--- src/rtl/arb_mux_pkg.sv ---
// Shared constants for the arb_mux registered N-to-1 multiplexer.
package arb_mux_pkg;
  localparam logic MODE_SEL = 1'b0;
  localparam logic MODE_RR  = 1'b1;
endpackage

--- src/rtl/arb_mux_rr_pick.sv ---
// Round-robin picker: rotate the request vector so the search starts after
// rr_ptr, priority-encode the lowest request, then map back to a channel index.
module arb_mux_rr_pick #(
  parameter int NUM_CH = 4,
  localparam int SEL_W = $clog2(NUM_CH)
) (
  input  logic [NUM_CH-1:0] in_valid,
  input  logic [SEL_W-1:0]  rr_ptr,
  output logic [SEL_W-1:0]  grant,
  output logic              grant_valid
);

  // Modular add that stays correct for non-power-of-two channel counts.
  function automatic logic [SEL_W-1:0] wrap_add(input logic [SEL_W-1:0] a, input int b);
    int s;
    s = int'(a) + b;
    if (s >= NUM_CH) s = s - NUM_CH;
    return SEL_W'(s);
  endfunction

  logic [NUM_CH-1:0] rot;
  logic [SEL_W-1:0]  start_idx;
  logic [SEL_W-1:0]  pos;
  logic              pos_valid;

  always_comb begin
    start_idx = wrap_add(rr_ptr, 1);
    rot       = '0;
    for (int i = 0; i < NUM_CH; i++) begin
      rot[i] = in_valid[wrap_add(start_idx, i)];
    end
    pos       = '0;
    pos_valid = 1'b0;
    // Descending scan leaves the lowest set position as the final winner.
    for (int i = NUM_CH - 1; i >= 0; i--) begin
      if (rot[i]) begin
        pos       = SEL_W'(i);
        pos_valid = 1'b1;
      end
    end
    grant       = wrap_add(start_idx, int'(pos));
    grant_valid = pos_valid;
  end

endmodule

--- src/rtl/arb_mux.sv ---
// Registered N-to-1 mux with explicit-select or round-robin arbitration and a
// single output register that can drain and refill in the same cycle.
module arb_mux
  import arb_mux_pkg::*;
#(
  parameter int WIDTH  = 32,
  parameter int NUM_CH = 4,
  localparam int SEL_W = $clog2(NUM_CH)
) (
  input  logic                    clk,
  input  logic                    rst_n,
  input  logic                    mode,
  input  logic [SEL_W-1:0]        sel,
  input  logic [NUM_CH*WIDTH-1:0] in_data,
  input  logic [NUM_CH-1:0]       in_valid,
  output logic [NUM_CH-1:0]       in_ready,
  output logic [WIDTH-1:0]        out_data,
  output logic [SEL_W-1:0]        out_ch,
  output logic                    out_valid,
  input  logic                    out_ready
);

  // Handshake: a word moves on in_valid[k] & in_ready[k]; the output word
  // moves on out_valid & out_ready. in_ready is one-hot on the granted channel.

  logic [WIDTH-1:0] out_data_q, out_data_d;
  logic [SEL_W-1:0] out_ch_q, out_ch_d;
  logic             out_valid_q, out_valid_d;
  logic [SEL_W-1:0] rr_ptr_q, rr_ptr_d;

  logic [SEL_W-1:0] rr_grant, grant;
  logic             rr_grant_valid, sel_hit, grant_valid;
  logic             can_load, xfer;
  logic [WIDTH-1:0] grant_data;

  arb_mux_rr_pick #(.NUM_CH(NUM_CH)) u_rr_pick (
    .in_valid    (in_valid),
    .rr_ptr      (rr_ptr_q),
    .grant       (rr_grant),
    .grant_valid (rr_grant_valid)
  );

  always_comb begin
    // Compare-based lookup so an out-of-range sel simply matches nothing.
    sel_hit = 1'b0;
    for (int k = 0; k < NUM_CH; k++) begin
      if (sel == SEL_W'(k)) sel_hit = in_valid[k];
    end

    if (mode == MODE_RR) begin
      grant       = rr_grant;
      grant_valid = rr_grant_valid;
    end else begin
      grant       = sel;
      grant_valid = sel_hit;
    end

    can_load   = !out_valid_q || out_ready;
    xfer       = grant_valid && can_load;
    in_ready   = '0;
    grant_data = '0;
    for (int k = 0; k < NUM_CH; k++) begin
      if (grant == SEL_W'(k)) begin
        grant_data  = in_data[k*WIDTH +: WIDTH];
        in_ready[k] = xfer;
      end
    end

    out_data_d  = out_data_q;
    out_ch_d    = out_ch_q;
    out_valid_d = out_valid_q;
    rr_ptr_d    = rr_ptr_q;
    if (xfer) begin
      out_data_d  = grant_data;
      out_ch_d    = grant;
      out_valid_d = 1'b1;
      rr_ptr_d    = grant;
    end else if (out_ready) begin
      out_valid_d = 1'b0;
    end
  end

  always_ff @(posedge clk or negedge rst_n) begin
    if (!rst_n) begin
      out_data_q  <= '0;
      out_ch_q    <= '0;
      out_valid_q <= 1'b0;
      rr_ptr_q    <= SEL_W'(NUM_CH - 1);
    end else begin
      out_data_q  <= out_data_d;
      out_ch_q    <= out_ch_d;
      out_valid_q <= out_valid_d;
      rr_ptr_q    <= rr_ptr_d;
    end
  end

  assign out_data  = out_data_q;
  assign out_ch    = out_ch_q;
  assign out_valid = out_valid_q;

endmodule

--- config.mk ---
export PLATFORM = sky130hd
export DESIGN_NAME = arb_mux
export DESIGN_NICKNAME = d
export VERILOG_FILES = /design/src/rtl/arb_mux_pkg.sv /design/src/rtl/arb_mux_rr_pick.sv /design/src/rtl/arb_mux.sv
export SDC_FILE = /design/constraint.sdc
export NUM_CORES = 1
export LEC_CHECK = 0
export CAP_MARGIN = 30
export CORE_MARGIN = 1.5
export CORE_UTILIZATION = 40
export CTS_CLUSTER_SIZE = 10
export DETAILED_ROUTE_END_ITERATION = 8
export HOLD_SLACK_MARGIN = 0.15
export MAX_ROUTING_LAYER = met4
export PLACE_DENSITY = 0.92
export RECOVER_POWER = 25
export SYNTH_ARGS = -nofsm -noshare
export SYNTH_HDL_FRONTEND = slang
export SYNTH_SLANG_ARGS = --single-unit
--- constraint.sdc ---
create_clock -name clk -period 9.2 [get_ports clk]
set_input_delay 1.38 -clock clk [delete_from_list [all_inputs] [get_ports clk]]
set_output_delay 1.38 -clock clk [all_outputs]
set_load 0.02 [all_outputs]
==> flow_summary.yaml, run 1 <==
synth:
  synth-seq-cells: 37
  synth_warnings: 0
  synth_top_cell_area_share_pct: 32.2
  synth-edff-count: 0
  yosys-top-cells-area: "dfrtp_1, mux2i_1, a22o_1"
  syn-instance-count: 271
  avgSynthCellArea_um2: 10.0
  synth_common_cells: "mux2i_1, nand2_1, dfrtp_1"
  synth.most_common_cell: "mux2i_1"
  yosysSeqAreaShare_pct: 34.1
  syn_nets: 410
  synthFlopType: "dfrtp_1"
  synthArstFlopShare_pct: 100
  synth_area_leader_cell: "dfrtp_1"
  syn_area_um2: 2720
  synth.distinct_cells: 33
worst_setup_path:
  reg2reg_slack_ns: 6.03
  end_kind: "output pin"
  path_max_fanout: 36
  reg2regPathDepth: 10
  crit_slowest_cell: "clkdlybuf4s50_1"
  startpoint: "in_valid[0]"
  critPathKind: "in2out"
  cpPeakStageDelay_ns: 0.65
  endpoint: "in_ready[3]"
  crit_top_cell: "clkdlybuf4s50_1"
  crit_arrival_ns: 5.10
  crit_chain: "clkdlybuf4s50_1 -> nor2b_1 -> a21oi_1 -> o221ai_1 -> o21a_1 -> ha_1 -> xnor3_1 -> nor2_1 -> or4b_4 -> and3_2 -> nor3_1 -> clkdlybuf4s50_1"
  critPathTopFamily: "simple AND/OR/NAND/NOR gates"
  worstPathRequired_ns: 7.82
  path_buf_inv: 2
  r2r_start: "rr_ptr_q[1]$_DFFE_PN1P_"
  cp-start-kind: "input pin"
  path_depth: 12
  r2r_end: "out_data[26]$_DFFE_PN0P_"
routing:
  via_per_inst: 5.34
  via_count: 2718
  drtIter0Drc: 70
  antenna_left: 0
  drtPass1Iterations: 6
  route.detailed.drc: 11
  wl_per_cell_um: 16.1
  wl_um: 8210
sta:
  drv_slew: 38
  worst_hold_slack_ns: 0.502
  setup_viol: 0
  setup_tns_ns: 0
  finalClockSkew_ns: 0.00552
  worst_slew_margin_rel_pct: -30.4
  hold_violations: 0
  fmax_mhz: 154
  rsz0062_at_grt: "no"
  period_share_pct: 70.4
  worst_slew_pin_slew_ns: 1.96
  fin_crit_ns: 6.48
clocking:
  cts.clk_slew.worst_paths_ns: 0.06
  clockBufferDepth: 2
  clock_sinks: 37
  cts_resized: 0
  cts_made_buffers: 5
  clock_latency_ns: 0.29
  cts_tree: "done"
  htreeDepth: 2
  root_buffer: "clkbuf_8"
  post_cts_buffers: 0
  ctsHoldBuffers: 0
floorplanning:
  row_count: 29
  die_w_um: 85.4
  die_h_um: 85.4
  dieArea_um2: 7300
  pin_count: 177
  core_um2: 6460
  start_util_pct: 42.1
global_route:
  grt_pass1_vias: 2831
  grt_pass1_wl_um: 13100
  overflow: 0
  grt_max_degree: 67
  grt_antenna_before_repair: 0
  track_usage_pct: 23.0
job:
  drv_cap: 1
pwr:
  ir_worst_vdd_mv: 0.159
  p_switching_uw: 525
  internal_power_uw: 702
  p_leak_uw: 0.00195
  combPwrFrac_pct: 67.4
  p_clk_share_pct: 8.4
  p_per_area_nw_per_um2: 271
  sequentialPowerShare_pct: 24.2
  switching_share_pct: 42.8
layout:
  drive_above_1_share_pct: 10.4
  multi_input_area_um2: 1650
  antenna_cells: 0
  nFillCells: 518
  nets: 572
  utilization_pct: 70.2
  layout.cells.non_filler: 509
  ff_latch_area_um2: 928
  synthToLayoutAreaGrowth_pct: 66.7
  fin_area_um2: 4530
place:
  placed_area_um2: 4460
  numPortBuffers: 176
  dp_cells: 503
  dp.final_hpwl_um: 6370
  place_congestion: 0.891
min_path:
  hold_class: "reg2reg"
outcome:
  failed_checks: "design-rule violations, max-capacitance violations, max-slew violations"
  outcome: "finished, violations left"
worst register-to-register path, delay by kind of cell (launching register included):
family	cells	cell delay [ns]
adders and majority gates	1	0.18
xor gates and xnor gates	1	0.21
DFF	1	0.61
and+or+nand+nor	2	1.03
AOI/OAI and AO/OA	6	1.03
state kept, by name, indices dropped and copies added, names as in the netlist:
name,cells
out_ch,2
out_valid,1
rr_ptr_q,2
out_data,32
metrics by stage:
step                setup slack (ns)  power (uW)
finish                          2.72        1230
global route                    2.53        1310
CTS                             2.73        1240
detailed placement              2.72        1130
global placement                2.95        1110
floorplan                       3.96         853
metal layers:
| layer | global-route usage [%] | part of all wire [%] |
|---|---|---|
| met5 | - | 0 |
| met4 | 4.55 | 1.1 |
| met3 | 5.74 | 7.3 |
| met2 | 42.9 | 54 |
| met1 | 24.5 | 37 |
kinds of logic (layout without fill, tap and decap cells):
group                    after synthesis  in the layout  share of synthesized area, %
XOR/XNOR                               1              1                         0.828
multiplexers                          67             67                          25.1
adder cells (fa/ha/maj)                1              1                         0.460
buffers and inverters                 26            187                          5.75
AO/OA/AOI/OAI                         77             77                          22.6
AND/OR/NAND/NOR                       62             62                          11.0
flip-flops                            37             37                          34.1
final cells by class:
cell class              instances  share of cell area, %
flip-flops and latches         37                   20.5
clock inverters                 1                  0.110
multi-input cells             208                   36.4
repair buffers                179                   39.2
clock buffers                   5                   1.52
inverters                       2                  0.166
well taps                      77                   2.13
power by group through the flow:
| stage | registers, uW | logic, uW | clock network [uW] |
|---|---|---|---|
| final | 297 | 827 | 103 |
| after global routing | 308 | 885 | 113 |
| after CTS | 297 | 835 | 106 |
| after detailed placement | 298 | 834 | 0 |
| after global placement | 295 | 815 | 0 |
| after floorplan | 382 | 471 | 0 |
how the worst min path moves through the flow:
stage                        startpoint                       end  slack, ns  depth (start not counted)
3_5_place_dp   out_data[29]$_DFFE_PN0P_  out_data[29]$_DFFE_PN0P_       0.49                          1
2_1_floorplan   rr_ptr_q[0]$_DFFE_PN1P_   rr_ptr_q[0]$_DFFE_PN1P_       0.51                          2
6_report       out_data[22]$_DFFE_PN0P_  out_data[22]$_DFFE_PN0P_       0.50                          1
3_3_place_gp    out_data[0]$_DFFE_PN0P_   out_data[0]$_DFFE_PN0P_       0.49                          1
4_1_cts        out_data[22]$_DFFE_PN0P_  out_data[22]$_DFFE_PN0P_       0.51                          1
5_1_grt        out_data[17]$_DFFE_PN0P_  out_data[17]$_DFFE_PN0P_       0.53                          1
layout by cell type (no fill, tap or decap):
cell,count
clkdlybuf4s50_1,175
mux2i_1,65
nand2_1,36
dfrtp_1,35
a22o_1,32
a21oi_2,26
a21oi_1,13
nor2_1,6
clkbuf_8,5
nor2b_1,3
nor3_1,3
buf_4,3
inv_1,2
o21ai_0,2
o21a_1,2
or3b_2,2
nand2b_1,2
and3_1,2
dfstp_2,2
nand3b_1,1
o221ai_1,1
nor4b_1,1
and2b_1,1
xnor3_1,1
o311ai_0,1
or4b_4,1
and3_2,1
mux4_2,1
nor4_1,1
or2_2,1
mux2i_4,1
nand3_2,1
ha_1,1
clkinv_2,1
clkbuf_1,1
(Power assumes the default switching activity.)
==> run 2, diff against run 1 <==
--- a/config.mk
+++ b/config.mk
@@ -7,12 +7,12 @@
 export LEC_CHECK = 0
 export CAP_MARGIN = 30
 export CORE_MARGIN = 1.5
-export CORE_UTILIZATION = 40
+export CORE_UTILIZATION = 33
 export CTS_CLUSTER_SIZE = 10
 export DETAILED_ROUTE_END_ITERATION = 8
 export HOLD_SLACK_MARGIN = 0.15
 export MAX_ROUTING_LAYER = met4
-export PLACE_DENSITY = 0.92
+export PLACE_DENSITY = 0.81
 export RECOVER_POWER = 25
 export SYNTH_ARGS = -nofsm -noshare
 export SYNTH_HDL_FRONTEND = slang
==> constraint.sdc (replaced) <==
create_clock -name clk -period 5.65 [get_ports clk]
set_input_delay 0.8475 -clock clk [delete_from_list [all_inputs] [get_ports clk]]
set_output_delay 0.8475 -clock clk [all_outputs]
set_load 0.02 [all_outputs]
==> run 2 against run 1 <==
Compared with the run above: the run ends with max-capacitance violations, max-slew violations left; sequential share of layout area down 0.25 points; sequential power up 63%; critical path depth unchanged; worst hold slack improved by 0.0064 ns; core utilization shrank 12 points; first-iteration DRC count decreased by 53%; routed wire length is 0.71% higher; clock power is 68% higher; critical endpoint unchanged; die area grew 20%; power rose by 65%; count of clock-buffer cells in the layout rose by 1.
==> flow_summary.yaml, run 2 (synthesis gave the netlist of run 1 again) <==
clocking:
  ctsHoldBuffers: 0
  htreeDepth: 2
  post_cts_buffers: 0
  cts_made_buffers: 5
  cts.clk_slew.worst_paths_ns: 0.07
  cts_resized: 0
  clock_latency_ns: 0.28
  clock_sinks: 37
  cts_tree: "done"
  clockBufferDepth: 2
  root_buffer: "clkbuf_8"
routing:
  wl_um: 8270
  drtIter0Drc: 33
  route.detailed.drc: 0
  wl_per_cell_um: 15.4
  drtPass1Iterations: 4
  antenna_left: 0
  via_per_inst: 5.05
  via_count: 2717
worst_setup_path:
  startpoint: "in_valid[0]"
  reg2regPathDepth: 12
  end_kind: "output pin"
  endpoint: "in_ready[3]"
  r2r_end: "out_data[28]$_DFFE_PN0P_"
  path_max_fanout: 8
  cp-start-kind: "input pin"
  critPathKind: "in2out"
  crit_arrival_ns: 4.07
  worstPathRequired_ns: 4.80
  r2r_start: "rr_ptr_q[1]$_DFFE_PN1P_"
  reg2reg_slack_ns: 2.58
pwr:
  p_per_area_nw_per_um2: 440
  p_total_uw: 2020
  p_leak_uw: 0.00196
  ir_worst_vdd_mv: 0.262
sta:
  finalClockSkew_ns: 0.00372
  worst_slew_pin_slew_ns: 1.96
  setup_viol: 0
  fmax_mhz: 203
  hold_violations: 0
  worst_slew_margin_rel_pct: -30.8
  rsz0062_at_grt: "no"
  period_share_pct: 87.0
  fin_crit_ns: 4.92
  setup_tns_ns: 0
  drv_slew: 38
floorplanning:
  core_um2: 7850
  start_util_pct: 34.6
  die_w_um: 93.8
  row_count: 32
  dieArea_um2: 8790
  die_h_um: 93.8
  pin_count: 177
global_route:
  grt_max_degree: 65
  grt_pass1_wl_um: 12900
  grt_antenna_before_repair: 0
  track_usage_pct: 19.0
  grt_pass1_vias: 2681
  overflow: 0
outcome:
  outcome: "finished, violations left"
  failed_checks: "max-capacitance violations, max-slew violations"
min_path:
  hold_class: "reg2reg"
  min_path_cells: 1
place:
  place_congestion: 0.782
  numPortBuffers: 176
  dp.final_hpwl_um: 6340
layout:
  drive_above_1_share_pct: 11.0
  final_common_cell: "clkdlybuf4s50_1"
  nets: 574
  largest_register_ffs: 32
  multi_input_area_um2: 1650
  ff_latch_area_um2: 928
  synthToLayoutAreaGrowth_pct: 68.7
  nFillCells: 700
  antenna_cells: 0
  final_cell_mix: "clkdlybuf4s50_1, mux2i_1, nand2_1"
job:
  drv_cap: 1
==> run 2: cell types whose count changed in the layout (fill, tap and decap cells not counted), sizes merged <==
cell	delta
buf	+2
clkbuf	+1
clkinv	+1
==> run 2: worst min-delay path by stage <==
stage / startpoint / to / slack [ns]
finish: out_data[26]$_DFFE_PN0P_ / out_data[26]$_DFFE_PN0P_ / 0.51
CTS: out_data[26]$_DFFE_PN0P_ / out_data[26]$_DFFE_PN0P_ / 0.51
global route: out_data[5]$_DFFE_PN0P_ / out_data[5]$_DFFE_PN0P_ / 0.53
floorplan: rr_ptr_q[0]$_DFFE_PN1P_ / rr_ptr_q[0]$_DFFE_PN1P_ / 0.51
global placement: out_data[2]$_DFFE_PN0P_ / out_data[2]$_DFFE_PN0P_ / 0.49
detailed placement: out_data[26]$_DFFE_PN0P_ / out_data[26]$_DFFE_PN0P_ / 0.49
==> run 2: cell type report <==
class	count	share of cell area (%)
Multi-Input combinational cell	208	35.9
Timing Repair Buffer	181	39.1
Sequential cell	37	20.2
Clock buffer	6	1.58
Inverter	2	0.164
Clock inverter	2	0.218
Tap cell	102	2.78
==> run 2: critical path, cell delays in order <==
cell and delay (ns):
clkdlybuf4s50_1 0.60, nor2b_1 0.22, a21oi_1 0.07, o221ai_1 0.19, o21a_1 0.17, ha_1 0.16, xnor3_1 0.22, nor2_1 0.08
or4b_4 0.47, and3_2 0.23, nor3_1 0.19, clkdlybuf4s50_1 0.63
==> run 2: stage by stage <==
step	utilization [%]	setup slack [ns]	area [um^2]	std cells	hold WS, ns
CTS	58.5	0.747	4590	538	0.513
floorplan	-	1.47	2720	271	0.509
global route	58.5	0.464	4590	538	0.529
global placement	57.4	0.868	4510	530	0.488
finish	58.5	0.734	4590	538	0.508
detailed placement	57.4	0.745	4510	530	0.492
==> run 2: power by group <==
group          internal [uW]  switching (uW)  leakage [uW]
registers                400            84.8      0.000439
logic                    671             691       0.00148
clock network           85.4            88.0     0.0000450
total                   1160             864       0.00196
==> run 2: layer usage <==
metal	GRT usage, %	part of all wire (%)	vias up	wire, um
met5	-	0	-	0
met4	4.60	0.82	0	68
met3	5.26	9.6	6	797
met2	32.2	49	127	4060
met1	22.4	40	1265	3350
li1	-	-	1319	-
